[src/rtl/riscv_pkg.sv]
// Shared decode constants and types for the RISC-V decoder and the exec unit.
package riscv_pkg;

    localparam logic [6:0] OPC_OP  = 7'b0110011;
    localparam logic [6:0] OPC_LUI = 7'b0110111;

    // funct10 = {funct7, funct3}
    localparam logic [9:0] F10_ADD  = 10'b0000000_000;
    localparam logic [9:0] F10_SUB  = 10'b0100000_000;
    localparam logic [9:0] F10_SLL  = 10'b0000000_001;
    localparam logic [9:0] F10_SLT  = 10'b0000000_010;
    localparam logic [9:0] F10_SLTU = 10'b0000000_011;
    localparam logic [9:0] F10_XOR  = 10'b0000000_100;
    localparam logic [9:0] F10_SRL  = 10'b0000000_101;
    localparam logic [9:0] F10_SRA  = 10'b0100000_101;
    localparam logic [9:0] F10_OR   = 10'b0000000_110;
    localparam logic [9:0] F10_AND  = 10'b0000000_111;

    typedef enum logic [1:0] {
        ST_IDLE = 2'd0,
        ST_EXEC = 2'd1,
        ST_WB   = 2'd2
    } dec_state_e;

    typedef enum logic [1:0] {
        K_OP  = 2'd0,
        K_LUI = 2'd1,
        K_ILL = 2'd2
    } insn_kind_e;

    typedef logic [4:0] reg_idx_t;

    // The exec unit implements only these OP operations.
    function automatic logic op_supported(input logic [9:0] f10);
        return (f10 == F10_ADD) || (f10 == F10_SUB) || (f10 == F10_XOR) ||
               (f10 == F10_OR)  || (f10 == F10_AND);
    endfunction

endpackage

[src/rtl/riscv_regfile.sv]
// 31-entry integer register file: one write port, three combinational read ports, x0 hardwired to 0.
module riscv_regfile
    import riscv_pkg::*;
#(
    parameter int XLEN = 32
) (
    input  logic            clock,
    input  logic            reset_n,
    input  logic            we,
    input  logic [4:0]      waddr,
    input  logic [XLEN-1:0] wdata,
    input  logic [4:0]      raddr1,
    output logic [XLEN-1:0] rdata1,
    input  logic [4:0]      raddr2,
    output logic [XLEN-1:0] rdata2,
    input  logic [4:0]      raddr3,
    output logic [XLEN-1:0] rdata3
);

    logic [XLEN-1:0] regs_q [1:31];
    logic [XLEN-1:0] regs_d [1:31];

    always_comb begin
        for (int i = 1; i < 32; i++) begin
            regs_d[i] = (we && (waddr == reg_idx_t'(i))) ? wdata : regs_q[i];
        end
    end

    always_ff @(posedge clock or negedge reset_n) begin
        if (!reset_n) begin
            for (int i = 1; i < 32; i++) begin
                regs_q[i] <= '0;
            end
        end else begin
            regs_q <= regs_d;
        end
    end

    assign rdata1 = (raddr1 == 5'd0) ? '0 : regs_q[raddr1];
    assign rdata2 = (raddr2 == 5'd0) ? '0 : regs_q[raddr2];
    assign rdata3 = (raddr3 == 5'd0) ? '0 : regs_q[raddr3];

endmodule

[src/rtl/riscv_insn_decode.sv]
// Single-issue RISC-V decode front end: handshake, operand read, LUI, writeback, retire.
// Define RISCV_DECODE_INSTRET_EN to add the 64-bit instret counter and its clear input.
//
// state | meaning
// IDLE  | ready for a new instruction word
// EXEC  | fields/operands presented to the exec unit for one cycle
// WB    | write back result (OP/LUI) or flag illegal; retire pulse
module riscv_insn_decode
    import riscv_pkg::*;
#(
    parameter int XLEN = 32
) (
    input  logic            clock,
    input  logic            reset_n,
    input  logic            insn_valid,
    output logic            insn_ready,
    input  logic [31:0]     insn,
    output logic [6:0]      opcode,
    output logic [2:0]      funct3,
    output logic [6:0]      funct7,
    output logic [XLEN-1:0] rs1,
    output logic [XLEN-1:0] rs2,
    input  logic [XLEN-1:0] exec_rd,
    output logic            retire,
    output logic            illegal_insn,
    input  logic [4:0]      dbg_raddr,
    output logic [XLEN-1:0] dbg_rdata
`ifdef RISCV_DECODE_INSTRET_EN
    ,
    input  logic            instret_clr,
    output logic [63:0]     instret
`endif
);

    dec_state_e      state_q, state_d;
    insn_kind_e      kind_q, kind_d;
    reg_idx_t        rd_q, rd_d;
    logic [XLEN-1:0] result_q, result_d;
    logic [6:0]      opcode_q, opcode_d;
    logic [2:0]      funct3_q, funct3_d;
    logic [6:0]      funct7_q, funct7_d;
    logic [XLEN-1:0] rs1_q, rs1_d;
    logic [XLEN-1:0] rs2_q, rs2_d;
    logic            retire_q, retire_d;
    logic            illegal_q, illegal_d;

    logic [XLEN-1:0] rf_rs1, rf_rs2;
    logic            wb_we;
    logic [XLEN-1:0] wb_data;
    logic signed [31:0] lui32;
    logic [XLEN-1:0] lui_val;

    assign insn_ready = (state_q == ST_IDLE);
    assign lui32      = {insn[31:12], 12'b0};
    // Signed cast sign-extends bit 31 when XLEN is 64.
    assign lui_val    = XLEN'(lui32);

    always_comb begin
        state_d   = state_q;
        kind_d    = kind_q;
        rd_d      = rd_q;
        result_d  = result_q;
        opcode_d  = opcode_q;
        funct3_d  = funct3_q;
        funct7_d  = funct7_q;
        rs1_d     = rs1_q;
        rs2_d     = rs2_q;
        retire_d  = 1'b0;
        illegal_d = 1'b0;
        case (state_q)
            ST_IDLE: begin
                if (insn_valid) begin
                    rd_d = insn[11:7];
                    if ((insn[6:0] == OPC_OP) && op_supported({insn[31:25], insn[14:12]})) begin
                        kind_d   = K_OP;
                        opcode_d = insn[6:0];
                        funct3_d = insn[14:12];
                        funct7_d = insn[31:25];
                        rs1_d    = rf_rs1;
                        rs2_d    = rf_rs2;
                        state_d  = ST_EXEC;
                    end else if (insn[6:0] == OPC_LUI) begin
                        kind_d   = K_LUI;
                        result_d = lui_val;
                        retire_d = 1'b1;
                        state_d  = ST_WB;
                    end else begin
                        kind_d    = K_ILL;
                        retire_d  = 1'b1;
                        illegal_d = 1'b1;
                        state_d   = ST_WB;
                    end
                end
            end
            ST_EXEC: begin
                // Clear opcode so the exec unit never re-executes a stale OP.
                opcode_d = 7'b0;
                retire_d = 1'b1;
                state_d  = ST_WB;
            end
            ST_WB: begin
                state_d = ST_IDLE;
            end
            default: begin
                state_d = ST_IDLE;
            end
        endcase
    end

    always_ff @(posedge clock or negedge reset_n) begin
        if (!reset_n) begin
            state_q   <= ST_IDLE;
            kind_q    <= K_ILL;
            rd_q      <= '0;
            result_q  <= '0;
            opcode_q  <= '0;
            funct3_q  <= '0;
            funct7_q  <= '0;
            rs1_q     <= '0;
            rs2_q     <= '0;
            retire_q  <= 1'b0;
            illegal_q <= 1'b0;
        end else begin
            state_q   <= state_d;
            kind_q    <= kind_d;
            rd_q      <= rd_d;
            result_q  <= result_d;
            opcode_q  <= opcode_d;
            funct3_q  <= funct3_d;
            funct7_q  <= funct7_d;
            rs1_q     <= rs1_d;
            rs2_q     <= rs2_d;
            retire_q  <= retire_d;
            illegal_q <= illegal_d;
        end
    end

    assign wb_we   = (state_q == ST_WB) && (kind_q != K_ILL);
    assign wb_data = (kind_q == K_OP) ? exec_rd : result_q;

    riscv_regfile #(.XLEN(XLEN)) u_regfile (
        .clock   (clock),
        .reset_n (reset_n),
        .we      (wb_we),
        .waddr   (rd_q),
        .wdata   (wb_data),
        .raddr1  (insn[19:15]),
        .rdata1  (rf_rs1),
        .raddr2  (insn[24:20]),
        .rdata2  (rf_rs2),
        .raddr3  (dbg_raddr),
        .rdata3  (dbg_rdata)
    );

    assign opcode       = opcode_q;
    assign funct3       = funct3_q;
    assign funct7       = funct7_q;
    assign rs1          = rs1_q;
    assign rs2          = rs2_q;
    assign retire       = retire_q;
    assign illegal_insn = illegal_q;

`ifdef RISCV_DECODE_INSTRET_EN
    logic [63:0] instret_q, instret_d;

    always_comb begin
        instret_d = instret_q;
        if (instret_clr) begin
            instret_d = '0;
        end else if (retire_q) begin
            instret_d = instret_q + 64'd1;
        end
    end

    always_ff @(posedge clock or negedge reset_n) begin
        if (!reset_n) begin
            instret_q <= '0;
        end else begin
            instret_q <= instret_d;
        end
    end

    assign instret = instret_q;
`endif

endmodule

[config.mk]
export PLATFORM = sky130hd
export DESIGN_NAME = riscv_insn_decode
export DESIGN_NICKNAME = d
export VERILOG_FILES = /design/src/rtl/riscv_pkg.sv /design/src/rtl/riscv_regfile.sv /design/src/rtl/riscv_insn_decode.sv
export SDC_FILE = /design/constraint.sdc
export NUM_CORES = 2
export LEC_CHECK = 0
export BUFFER_PORTS_ARGS = -buffer_cell sky130_fd_sc_hd__buf_4
export CAP_MARGIN = 10
export CORE_MARGIN = 2
export CORE_UTILIZATION = 65
export CTS_CLUSTER_SIZE = 10
export DETAILED_ROUTE_END_ITERATION = 8
export HOLD_SLACK_MARGIN = 0.05
export PLACE_DENSITY_LB_ADDON = 0.2
export SYNTH_ARGS = -nofsm -noshare
export SYNTH_HDL_FRONTEND = slang
export SYNTH_SLANG_ARGS = --single-unit
[constraint.sdc]
create_clock -name clock -period 8.1 [get_ports clock]
set_input_delay 1.62 -clock clock [delete_from_list [all_inputs] [get_ports clock]]
set_output_delay 1.62 -clock clock [all_outputs]
set_load 0.01 [all_outputs]
* Word level (Yosys, flattened, before mapping)
Index checks and enable logic that the tools add are counted.
** Word-level totals
- Bits in registers :: 1104
- Bits of input ports :: 72
- Output and inout bits :: 116
- Word-level logic and storage cells :: 167
** Cells by class
- Order comparisons :: 3
- Equal/unequal tests :: 42
- Mux-type cells :: 28
- Bitwise logic cells :: 4
- Reductions and logical operators :: 48
** Operators with widths (count)
- 32-bit binary-select mux with 5-bit select :: 3
- 32-bit 2-to-1 mux :: 10
- 5-bit equality test (second input constant) :: 16
- 5-bit by 4-bit equality test with 1-bit output (second input constant) :: 8
- 1-bit logical AND :: 33
- 10-bit by 3-bit equality test with 1-bit output (second input constant) :: 3
- 5-bit by 3-bit equality test with 1-bit output (second input constant) :: 4
- 6-bit greater-or-equal comparator (second input constant) :: 3
- 5-bit inverter with 6-bit output :: 3
- 5-bit logical NOT :: 3
- 7-bit by 6-bit equality test with 1-bit output (second input constant) :: 2
- 7-bit 2-to-1 mux :: 2
- 7-bit case mux with 2 select lines :: 1
- 10-bit by 9-bit equality test with 1-bit output (second input constant) :: 1
- 5-bit by 2-bit equality test with 1-bit output (second input constant) :: 2
- 10-bit logical NOT :: 1
- 2-bit 2-to-1 mux :: 4
- 1-bit 2-to-1 mux :: 6
- 3-bit AND reduction :: 2
- 5-bit by 1-bit equality test with 1-bit output (second input constant) :: 1
- 2-bit logical NOT :: 2
- 1-bit logical OR :: 4
- 2-bit inequality test (second input constant) :: 2
- 2-bit case mux with 2 select lines :: 1
- 8 further kinds :: 8

* Logic depth before layout (Yosys ltp)
- Word-level depth :: 9
- Mapped depth :: 9
- Mapped depth without buffers :: 6

* Modules after synthesis
From an unflattened synthesis, not the netlist that was laid out.
** Unflattened totals
- Cells, all modules :: 4804
- Area total of the unflattened synthesis :: 66118.4 sq um
** By module, submodules not included
- riscv_regfile :: instances 1, cells each 4512, area each 61504.0 sq um, seq. area each 24823.8 sq um
- riscv_insn_decode :: instances 1, cells each 292, area each 4614.4 sq um, seq. area each 2803.9 sq um

* Least setup slack after synthesis
Ideal clock, no wire load.
- Path kind :: input port to output port
- Start point :: in dbg_raddr[0]
- End point :: out dbg_rdata[20]
- Arrival time :: 3889 ps
- Required time :: 6480 ps
- Setup slack :: 2591 ps
- Cell stages on the path :: 6
- Path buffers :: 3
- Cells stage by stage :: clkbuf_1 clkbuf_1 buf_1 mux4_2 mux4_2 mux2_2
** Between the ends
- Longest elaborated chain between the ends :: 5
- Elaborated cells between the ends (all ways) :: 6
- Classes of those cells :: mux (4); bitwise (1); reduce/logical (1)
** Ends and longest elaborated chain
- start, declared :: RTL line riscv_insn_decode.sv:26 : input logic [4:0] dbg_raddr,
- 5-bit inverter with 6-bit output (not written as such) :: RTL line riscv_regfile.sv:41 : assign rdata3 = (raddr3 == 5'd0) ? '0 : regs_q[raddr3];
- 32-bit binary-select mux with 5-bit select :: RTL line riscv_regfile.sv:41
- 32-bit 2-to-1 mux (not written as such) (2 in a row) :: RTL line riscv_regfile.sv:41
- 32-bit 2-to-1 mux * :: RTL line riscv_regfile.sv:41
- end, declared :: RTL line riscv_insn_decode.sv:27 : output logic [XLEN-1:0] dbg_rdata
Mark *: on every way between the ends. The rest lies on a longest branch, timed or not. The select of a mux whose other input is x is not followed.

* Final worst setup path
- Start point :: in dbg_raddr[1]
- End point :: out dbg_rdata[13]
The elaborated chain is that of the path after synthesis.

==> reports/qor.yml <==
row_count: 113
first_iter_violations: 8027
synth_top_cell_by_area: "dfrtp_1"
switching_share_pct: 31.9
min_period_over_period_pct: 77.3
cts_resized: 0
clock_latency_ps: 780
htree_levels: 4
internal_power_w: 0.0128
cts_hold_buffers: 0
critPathKind: "input port to output pin"
area_growth_pct: 9.36
startpoint_type: "input port"
seq_power_share_pct: 45.3
power_frac_comb_pct: 25.7
syn_inst: 5430
ys_seq_area_share_pct: 44.1
reg2reg_depth: 6
maxCapViolCount: 0
track_usage_pct: 46.2
wl_per_cell_um: 34.0
cp-end-kind: "output pin"
firstDrtPassIters: 6
ys_warn_count: 0
initial_core_util_pct: 65.8
synth.cell_area_sq_mm: 0.0627
top_usage_layer: "met2"
cts_setup_buffers: 0
status: "finished, final reports clean"
grt_use_met1_pct: 61.9
vias: 51000
cp-startpoint: "dbg_raddr[1]"
fin_ws_ps: 1840
numCtsBuffers: 132
max_clock_freq_ghz: 0.160
async_reset_ff_share_pct: 100
grt_pass1_wl_um: 330000
grt-ovfl-total: 0
r2r_end: "rs2[0]"
reg2reg_slack_ps: 4230
crit_chain: "buf_8, nor2b_4, buf_12, a22o_1, mux4_2, mux2_2, buf_4"
synth_ff_type: "dfrtp_1"
num-fill-cells: 6410
drive_gt1_share_pct: 27.4
core-area_sq_mm: 0.0953
setup_viol: 0
setup_tns_ps: 0
min_from: "funct3[1]"
drt-vias-per-instance: 7.77
grt_pass1_vias: 49900
cts_tree: "done"
grt_start_max_net_pins: 169
worst_slew_pin_slew_ps: 1270
skew_ps: 23.8
use_met2_pct: 63.1
cpPeakStageDelay_ps: 1060
powerDensity_mw_per_mm2: 273
dp_hpwl_um: 121000
min_to: "funct3[1]"
die_area_sq_mm: 0.0990
synth_top_area_share_pct: 44.0
maxSlewHeadroom_pct: 15.3
die_h_um: 315
cp_max_fo: 97
fin_nets: 5331
switchingPower_w: 0.00599
antenna_found_initial: 4
gp_congestion: 0.898
syn_nets: 5502
synthTopCellsByArea: "dfrtp_1, mux4_2, o21ai_0"
worst_path_max_delay_cell: "nor2b_4"
seq_area_sq_mm: 0.0276
die_width_um: 315
synth_edf_count: 0
clock-sinks: 1104
cts-root-buf: "clkbuf_16"
min_delay_path_depth: 2
finalMaxSlewViolations: 0
multi_input_area_sq_mm: 0.0331
antenna_left: 0
grt_setup_unrepaired: "no"
power_leakage_nw: 28.2
irDropWorstVdd_mv: 0.249
routed_wirelength_um: 223000
syn_area_per_cell_sq_um: 11.5
ys_seq_elements: 1104
p_clk_share_pct: 29.0
clock_path_buffers: 3
reg2reg_from: "state_q[1]"
io_buffers: 187
hold_path_class: "flip-flop to flip-flop"
hold_violations: 0
use_met3_pct: 18.8
synth_cell_type_count: 57
drc: 0
pre_cts_ws_ps: 1920
io_pins: 188
hold-worst-slack_ps: 476
clk_pin_slew_ps: 50
fin_crit_ps: 6260
crit_arrival_ps: 4640
cp.required_ps: 6480
-- cells in the final DEF (no fill, tap or decap), types with 9 or more instances in the layout --
| cell type | synthesis | final |
|---|---|---|
| a211o_1 | 17 | 17 |
| a21oi_1 | 13 | 13 |
| a221o_1 | 11 | 11 |
| a221oi_1 | 66 | 66 |
| a22o_1 | 32 | 32 |
| a22oi_1 | 61 | 61 |
| a311oi_1 | 9 | 9 |
| a32o_1 | 28 | 28 |
| a32oi_1 | 15 | 15 |
| buf_12 | 0 | 14 |
| buf_4 | 0 | 278 |
| clkbuf_1 | 496 | 23 |
| clkbuf_16 | 0 | 136 |
| clkbuf_8 | 0 | 9 |
| dfrtp_1 | 1103 | 1103 |
| mux2_2 | 198 | 198 |
| mux2i_1 | 90 | 71 |
| mux2i_2 | 0 | 19 |
| mux4_2 | 714 | 714 |
| nand2_1 | 1122 | 1122 |
| nand2b_1 | 13 | 12 |
| nand3_4 | 0 | 16 |
| nand4_1 | 12 | 12 |
| nor2_1 | 59 | 56 |
| nor2b_1 | 34 | 26 |
| nor3_1 | 37 | 37 |
| o21ai_0 | 1004 | 1004 |
| o221ai_1 | 20 | 20 |
| o22ai_1 | 39 | 39 |
| o31ai_1 | 27 | 27 |
| or3_4 | 0 | 9 |
-- state kept, by name, summed over array words and instances (netlist names) --
signal,count
state_q,2
rs2,32
funct7,7
funct3,3
u_regfile.regs_q,992
result_q,20
kind_q,2
retire,1
illegal_insn,1
rs1,32
rd_q,5
opcode,7
-- cells by family after synthesis --
logic type	Yosys count	synth area share, %
mux	1002	30.6
simple gates	1349	8.76
buf+inv	606	3.78
compound gates	1369	12.8
flops	1104	44.1
-- power by group through the flow --
stage	Sequential [W]	Clock [W]	Combinational, W
finish	0.00849	0.00544	0.00481
detailed placement	0.00843	0	0.00472
global route	0.00863	0.00567	0.00523
global placement	0.00835	0	0.00452
CTS	0.00837	0.00543	0.00475
floorplan	0.00791	0	0.00370
-- metrics by stage --
| stage | total power (W) | util [%] | cell area [sq um] | instances |
|---|---|---|---|---|
| 6_report | 0.0187 | 72.0 | 68600 | 6573 |
| 5_1_grt | 0.0195 | 72.0 | 68600 | 6572 |
| 4_1_cts | 0.0186 | 72.0 | 68600 | 6572 |
| 3_5_place_dp | 0.0132 | 68.0 | 64800 | 6390 |
| 3_3_place_gp | 0.0129 | 68.0 | 64800 | 6390 |
| 2_1_floorplan | 0.0116 | - | 62700 | 5430 |
-- Yosys cell counts, types with 4 or more instances --
cell / number
a211o_1: 17
a211oi_1: 4
a21oi_1: 13
a221o_1: 11
a221oi_1: 66
a22o_1: 32
a22oi_1: 61
a311oi_1: 9
a32o_1: 28
a32oi_1: 15
and2_1: 9
and3_1: 4
buf_1: 46
buf_2: 61
clkbuf_1: 496
dfrtp_1: 1103
mux2_2: 198
mux2i_1: 90
mux4_2: 714
nand2_1: 1122
nand2b_1: 13
nand3_1: 22
nand3b_1: 6
nand4_1: 12
nor2_1: 59
nor2b_1: 34
nor3_1: 37
o21a_1: 4
o21ai_0: 1004
o21ai_1: 8
o221ai_1: 20
o22ai_1: 39
o31ai_1: 27
o31ai_2: 4
or3_1: 9
or4_1: 7
-- area by class of cell --
type	instances	share of cell area [%]
diodes	1	0.00365
clock buffers	168	5.27
clock inverters	14	0.201
inverters	1	0.00730
multi-input cells	3720	48.3
flip-flops and latches	1104	40.3
well taps	1265	2.31
repair buffers	300	3.62
-- metal layers --
metal / part of all wire, % / wire [um] / up-vias
met5: 0.0072 / 16 / -
met4: 7.7 / 17200 / 2
met3: 16 / 36700 / 1047
met2: 42 / 93700 / 4612
met1: 34 / 75700 / 25400
li1: - / - / 20000
-- how the worst max path moves through the flow --
stage,endpoint,slack [ps],cells past startpoint
after floorplan,dbg_rdata[20],2590,6
final,dbg_rdata[13],1840,7
after global routing,dbg_rdata[22],1780,6
after global placement,dbg_rdata[22],1960,6
after detailed placement,dbg_rdata[22],1920,6
after CTS,dbg_rdata[29],1910,6
-- critical path: cells and delay by family --
family	cells	cell delay [ps]
compound gates	1	190
buf+inv	3	1170
mux	2	460
simple gates	1	1060
No activity file was read; power rests on OpenSTA's default activity.
